==> config.mk <==
export PLATFORM = sky130hd
export DESIGN_NAME = adc_sampler_spi
export DESIGN_NICKNAME = d
export VERILOG_FILES = /design/src/rtl/adc_sampler_spi.sv
export SDC_FILE = /design/constraint.sdc
export NUM_CORES = 1
export LEC_CHECK = 0
export CAP_MARGIN = 20
export CORE_ASPECT_RATIO = 1.2
export CORE_MARGIN = 2
export CORE_UTILIZATION = 25
export CTS_BUF_LIST = sky130_fd_sc_hd__clkbuf_4 sky130_fd_sc_hd__clkbuf_8 sky130_fd_sc_hd__clkbuf_16
export CTS_CLUSTER_DIAMETER = 30
export DETAILED_ROUTE_END_ITERATION = 7
export DONT_BUFFER_PORTS = 1
export SETUP_SLACK_MARGIN = 0.15
export SYNTH_ARGS = -nofsm -noshare
export SYNTH_HDL_FRONTEND = slang
export SYNTH_SLANG_ARGS = --single-unit
export TNS_END_PERCENT = 50
==> constraint.sdc <==
create_clock -name clock -period 1.7 [get_ports clock]
set_input_delay 0.17 -clock clock [delete_from_list [all_inputs] [get_ports clock]]
set_output_delay 0.17 -clock clock [all_outputs]
set_load 0.005 [all_outputs]
==> src/rtl/adc_sampler_spi.sv <==
// adc_sampler_spi: paced SPI ADC reader (mode 0, MSB first) feeding sample_value/trigger.
// Optional sticky overrun output when ADC_SAMPLER_OVERRUN_EN is defined.
module adc_sampler_spi #(
  parameter int bitwidth_sample = 12,
  parameter int leading_bits = 3,
  parameter int clock_divider = 2,
  parameter int sample_interval = 100
) (
  input  logic                       clock,
  input  logic                       reset,
  input  logic                       enable,
  input  logic                       adc_miso,
  output logic                       adc_cs_n,
  output logic                       adc_sclk,
  output logic [bitwidth_sample-1:0] sample_value,
  output logic                       trigger,
  output logic                       busy
`ifdef ADC_SAMPLER_OVERRUN_EN
  ,
  output logic                       overrun
`endif
);
  localparam int n_bits = leading_bits + bitwidth_sample;
  localparam int iw = $clog2(sample_interval);
  localparam int dw = clock_divider > 1 ? $clog2(clock_divider) : 1;
  localparam int bw = $clog2(n_bits + 1);
  typedef enum logic [1:0] {IDLE, SETUP, SHIFT, DONE} state_t;
  state_t state;
  logic [iw-1:0] interval_cnt;
  logic [dw-1:0] div_cnt;
  logic [bw-1:0] bit_cnt;
  logic [bitwidth_sample-1:0] shreg;
  logic tick, accept, div_end, keep_bit;
  always_comb begin
    tick = enable && interval_cnt == '0;
    accept = tick && !busy;
    div_end = div_cnt == dw'(clock_divider - 1);
    keep_bit = bit_cnt >= bw'(leading_bits);
  end
  always_ff @(posedge clock or posedge reset)
    if (reset) interval_cnt <= '0;
    else interval_cnt <= !enable || interval_cnt == iw'(sample_interval - 1) ? '0 : interval_cnt + 1'b1;
  // SETUP is the SHIFT datapath with sclk still low, so both share one branch.
  always_ff @(posedge clock or posedge reset)
    if (reset) begin
      state <= IDLE;
      adc_cs_n <= 1'b1;
      adc_sclk <= 1'b0;
      sample_value <= '0;
      trigger <= 1'b0;
      busy <= 1'b0;
      div_cnt <= '0;
      bit_cnt <= '0;
      shreg <= '0;
    end else begin
      trigger <= 1'b0;
      case (state)
        IDLE, DONE:
          if (accept) begin
            state <= SETUP;
            adc_cs_n <= 1'b0;
            busy <= 1'b1;
            div_cnt <= '0;
            bit_cnt <= '0;
            shreg <= '0;
          end else state <= IDLE;
        SETUP, SHIFT:
          if (!div_end) div_cnt <= div_cnt + 1'b1;
          else begin
            div_cnt <= '0;
            adc_sclk <= !adc_sclk;
            if (!adc_sclk) begin
              state <= SHIFT;
              if (keep_bit) shreg <= bitwidth_sample'({shreg, adc_miso});
            end else if (bit_cnt == bw'(n_bits - 1)) begin
              state <= DONE;
              adc_cs_n <= 1'b1;
              busy <= 1'b0;
              trigger <= 1'b1;
              sample_value <= shreg;
            end else bit_cnt <= bit_cnt + 1'b1;
          end
      endcase
    end
`ifdef ADC_SAMPLER_OVERRUN_EN
  always_ff @(posedge clock or posedge reset)
    if (reset) overrun <= 1'b0;
    else if (tick && busy) overrun <= 1'b1;
`endif
endmodule

* Word level (Yosys, flattened, before mapping) *
Index checks and enable logic that the tools add are counted.

storage, ports and cells
  bits in latches = 0
  memory bits (read-only) = 0
  input bits = 4
  bits in registers = 42
  output and inout bits = 16
  memories kept = 0
  word-level logic and storage cells = 75
  RAM bits = 0

operators by class
  bitwise operators = 0
  multiplexer cells = 32
  reductions and logical operators = 16
  multipliers = 0
  magnitude comparators = 1
  shift-type cells = 0
  equal/unequal tests = 13
  $add $sub $neg = 3
  div/mod/pow operators = 0

operators by type and width
  cell                                                                    count
  12-bit two-way mux                                                      4
  12-bit one-hot mux with 2 select lines                                  1
  4-bit two-way mux                                                       4
  4-bit AND reduction                                                     4
  1-bit two-way mux                                                       14
  2-bit inequality test (second input constant)                           7
  4-bit one-hot mux with 2 select lines                                   1
  7-bit by 1-bit adder with 7-bit output (second input constant)          1
  7-bit equality test (second input constant)                             1
  7-bit logical NOT                                                       1
  7-bit two-way mux                                                       1
  2-bit two-way mux                                                       3
  1-bit one-hot mux with 2 select lines                                   3
  4-bit by 1-bit adder with 4-bit output (second input constant)          1
  2-bit equality test (second input constant)                             2
  4-bit equality test (second input constant)                             1
  4-bit by 2-bit >= comparator with 1-bit output (second input constant)  1
  2-bit one-hot mux with 2 select lines                                   1
  2-bit AND reduction                                                     2
  2-bit OR reduction                                                      2
  1-bit logical NOT                                                       3
  3-bit inequality test (second input constant)                           1
  2-bit by 1-bit equality test with 1-bit output (second input constant)  1
  1-bit logical AND                                                       2
  other kinds (3)                                                         3

* Longest topological paths before layout *
  depth after elaboration = 5
  gate-level depth with buffers = 7
  mapped depth without buffers = 6

* Worst setup path before layout *
Ideal clock, no wire load.

  kind = flip-flop to flip-flop
  from = register interval_cnt[0]
  to = register bit_cnt[2]
  stages on the path, launching flop included = 7
  arrival time = 1636 ps
  period minus slack after synthesis = 1760 ps
  buffers on the path = 0
  setup slack = -60 ps
  required time = 1576 ps
  library setup time = 124 ps
  cell sequence = dfrtp_1 inv_1 ha_1 nor4bb_1 nand3_1 and2_4 a211o_1

between the ends
  longest elaborated chain between the ends = 5

ends and longest elaborated chain
  what                                    line  RTL
  start, declared                         29    logic [iw-1:0] interval_cnt;
  start signal, assigned                  42    else interval_cnt <= !enable || interval_cnt == iw'(sample_interval - 1) ? '0 : interval_cnt + 1'b1;
  7-bit logical NOT                       35    tick = enable && interval_cnt == '0;
  1-bit logical AND                       35
  1-bit logical AND                       36    accept = tick && !busy;
  2-bit inequality test (no source line)  --
  4-bit AND reduction (no source line)    --
  end signal, assigned                    81    end else bit_cnt <= bit_cnt + 1'b1;
  end, declared                           31    logic [bw-1:0] bit_cnt;

Every way passes these cells.
A chain may end at the register's enable or synchronous reset.

* Final worst setup path *
  from = register bit_cnt[0]
  to = register sample_value[2]

between the ends
  longest elaborated chain between the ends = 2

ends and longest elaborated chain
  what                                  line  RTL
  4-bit equality test                   75    end else if (bit_cnt == bw'(n_bits - 1)) begin
  4-bit AND reduction (no source line)  --
  end signal, assigned                  80    sample_value <= shreg;
  end, declared                         15    output logic [bitwidth_sample-1:0] sample_value,

Every way passes these cells.

==> run_results.csv <==
group,metric,value,unit
global_routing,antenna_found_initial,0,
worst_setup_path,worstPathArrival,1.75,ns
synth,synth_ff_type,"dfrtp_1",
synth,synth_area_per_cell,13.2,µm²
sta,rsz0062_at_grt,"yes",
worst_setup_path,critPathMaxFanout,8,
worst_setup_path,crit_type,"register to register",
layout,drive_gt1_frac,0.348,
routing,ant_nets,0,
clock_network,cts_made_buffers,5,
sta,tightest_slew,0.532,ns
worst_setup_path,path_depth,6,
routing,firstDrtPassIters,4,
layout,diodes,0,
sta,slew_viol_final,0,
placed_design,port_buffers,0,
synth,yosys-top-cells-area,"dfrtp_1 (56%), mux2_4 (6.6%), a22o_1 (5.7%), xnor2_1 (2.9%), ha_1 (2.7%)",
outcome,status,"finished clean",
worst_setup_path,critical_path.endpoint_type,"register",
synth,synth_nets,147,
power,power,2.12,mW
synth,synth_top_family_by_area,"simple AND/OR/NAND/NOR gates",
synth,yosys.area_share.simple,0.145,
worst_setup_path,cp-startpoint,"bit_cnt[0]",
sta,finalClockSkew,0.00494,ns
worst_setup_path,crit_chain,"inv_1 > ha_2 > and3_4 > nand4_4 > buf_12 > mux2_4",
layout,instances_no_fill,254,
worst_hold_path,hold_class,"input port to register",
routing,viasPerCell,4.54,
sta,hold_viol,0,
worst_setup_path,cp_slowest_cell,"dfrtp_1",
placed_design,gp_congestion,0.750,
layout,area_growth_syn_to_layout,22.9,%
floorplanning,core-area,0.00719,mm²
routing,drt-wirelength-per-cell,13.0,µm
worst_setup_path,rr_endpoint,"sample_value[2]",
worst_setup_path,cp_top_family,"flip-flops",
synth,ys_seq_area_frac,0.575,
synth,yosys.area.top_type_share,0.561,
sta,fmax,0.637,GHz
synth,synth_cell_type_count,35,
layout,final_common_cell,"dfrtp_1",
power,vdd.ir_drop.worst,0.425,mV
synth,synthMuxAreaShare,0.0903,
sta,max_slew_margin,0.645,
worst_setup_path,reg2reg_depth,6,
placed_design,postPlaceCellArea,0.00201,mm²
floorplanning,die_width,82.1,µm
power,power_density,945,mW/mm²
floorplanning,die_h,97.7,µm
routing,first_iter_violations,50,
sta,setup_viol,0,
routing,vias,1152,
synth,synthCells,139,
synth,synth_top_area_cell,"dfrtp_1",
placed_design,hpwlAfterDp,2270,µm
clock_network,htreeDepth,2,
worst_setup_path,r2r_start,"bit_cnt[0]",
clock_network,insertion_delay,0.29,ns
worst_setup_path,cp.buffers_inverters,2,
worst_setup_path,max_stage_delay,0.41,ns
global_routing,grt_max_degree,43,
floorplanning,initial_utilization,0.254,
global_routing,grt.total_usage,0.0901,
layout,final_cell_mix,"dfrtp_1 (39), buf_4 (16), a22o_1 (12), mux2_4 (8), nand2_1 (7)",
global_routing,grt_pass1_wl,5550,µm
layout,final_area,0.00225,mm²
synth,synth-xor-area-share,0.0376,
worst_setup_path,cp.required,1.88,ns
clock_network,cts_tree,"built",
layout,final_core_util,0.313,
clock_network,clk_root_buffer_cell,"clkbuf_8",
floorplanning,io_pins,20,
synth,synth-compound-area-share,0.101,
routing,drc,0,
sta,period_needed,1.57,ns
worst_setup_path,start_kind,"register",
power,p_leak,1.03,nW
clock_network,clkTransAtPathRegs,0.08,ns
job,cap_violations,0,
floorplanning,row_count,34,
global_routing,grt_pass1_vias,1144,
synth,synthArstFlopShare,1.00,
sta,period_share,0.923,
clock_network,cts_sinks,42,
synth,yosysWarnings,0,
synth,synth_seq_cells,42,
worst_setup_path,critPathCapture,"sample_value[2]",
floorplanning,dieArea,0.00802,mm²
placed_design,dp_cells,235,
synth,syn_area,0.00183,mm²
routing,totalWireLength,3310,µm
layout,nets,171,
synth,synth_adder_area_share,0.0274,
global_routing,grt_overflow,0,
synth,synth_edf_count,0,
clock_network,cts_buffer_depth,2,
worst_setup_path,r2r_slack,0.13,ns
## cell usage after synthesis (3+ instances only)
library cell and n:
nand2_1 7, nor2_1 6, a22o_1 12, mux2_4 8, o21ai_0 3, xnor2_1 6
inv_1 6, nand3_1 8, mux2_2 4, dfrtp_1 41, ha_1 4, nor3_1 4
## per-layer routing
layer / vias up / global-route usage / routed length [µm]
li1: 550 / - / -
met3: 5 / 0.0353 / 153
met1: 580 / 0.112 / 1430
met2: 17 / 0.139 / 1690
met4: 0 / 0.0346 / 38
met5: - / 0 / 0
## kinds of logic (layout without fill, tap and decap cells)
| group | after synthesis | after routing |
|---|---|---|
| flip-flops | 42 | 42 |
| buffers and inverters | 9 | 34 |
| XOR/XNOR | 7 | 7 |
| AO/OA/AOI/OAI | 23 | 23 |
| AND/OR/NAND/NOR | 42 | 42 |
| adder cells (fa/ha/maj) | 4 | 4 |
| multiplexers | 12 | 12 |
## power breakdown
group,leakage [nW],internal [mW],switching (mW)
Combinational,0.468,0.163,0.136
Sequential,0.519,1.08,0.0822
Clock,0.0472,0.326,0.335
## area by class of cell
| class | count | area, µm² |
|---|---|---|
| Sequential cell | 42 | 1050 |
| Fill cell | 713 | 4940 |
| Timing Repair Buffer | 20 | 171 |
| Inverter | 6 | 22.5 |
| Tap cell | 90 | 113 |
| Clock buffer | 6 | 82.6 |
| Clock inverter | 2 | 12.5 |
| Multi-Input combinational cell | 88 | 792 |
## timing repair
| item | 4_1_cts | 5_1_grt |
|---|---|---|
| hold endpoints to repair | 43 | 0 |
| pin swaps | 1 | 5 |
| setup endpoints to repair | 15 | 27 |
| hold buffers | 2 | 0 |
| resized for setup | 2 | 10 |
| setup buffers | 6 | 3 |
## registers in the layout, indices dropped and copies added (netlist names)
signal,cells
busy,1
bit_cnt,4
sample_value,12
div_cnt,1
adc_cs_n,1
trigger,1
adc_sclk,1
state,2
interval_cnt,7
shreg,12
## per-stage QoR
| stage | worst slack, ns | TNS, ns | hold slack (ns) |
|---|---|---|---|
| 4_1_cts | 0.146 | 0 | 0.00953 |
| 5_1_grt | 0.0681 | 0 | 0.00945 |
| 3_5_place_dp | -0.00348 | -0.00471 | 0.250 |
| 6_report | 0.131 | 0 | 0.0140 |
| 2_1_floorplan | 0.158 | 0 | 0.299 |
| 3_3_place_gp | 0.0512 | 0 | 0.230 |
## worst min path at each step
stage	start	depth (start not counted)	end
3_3_place_gp	reset	2	interval_cnt[5]
5_1_grt	adc_miso	1	shreg[0]
2_1_floorplan	enable	1	interval_cnt[3]
6_report	adc_miso	1	shreg[0]
4_1_cts	adc_miso	1	shreg[0]
3_5_place_dp	reset	2	interval_cnt[2]
## worst register-to-register path, delay by kind of cell, from the launching register on
| family | cells | cell delay (ns) |
|---|---|---|
| buffers and inverters | 2 | 0.26 |
| and+or+nand+nor | 2 | 0.31 |
| muxes | 1 | 0.30 |
| DFF | 1 | 0.41 |
| adders and majority gates | 1 | 0.19 |
Note: power is estimated with default switching activity, not from simulation.
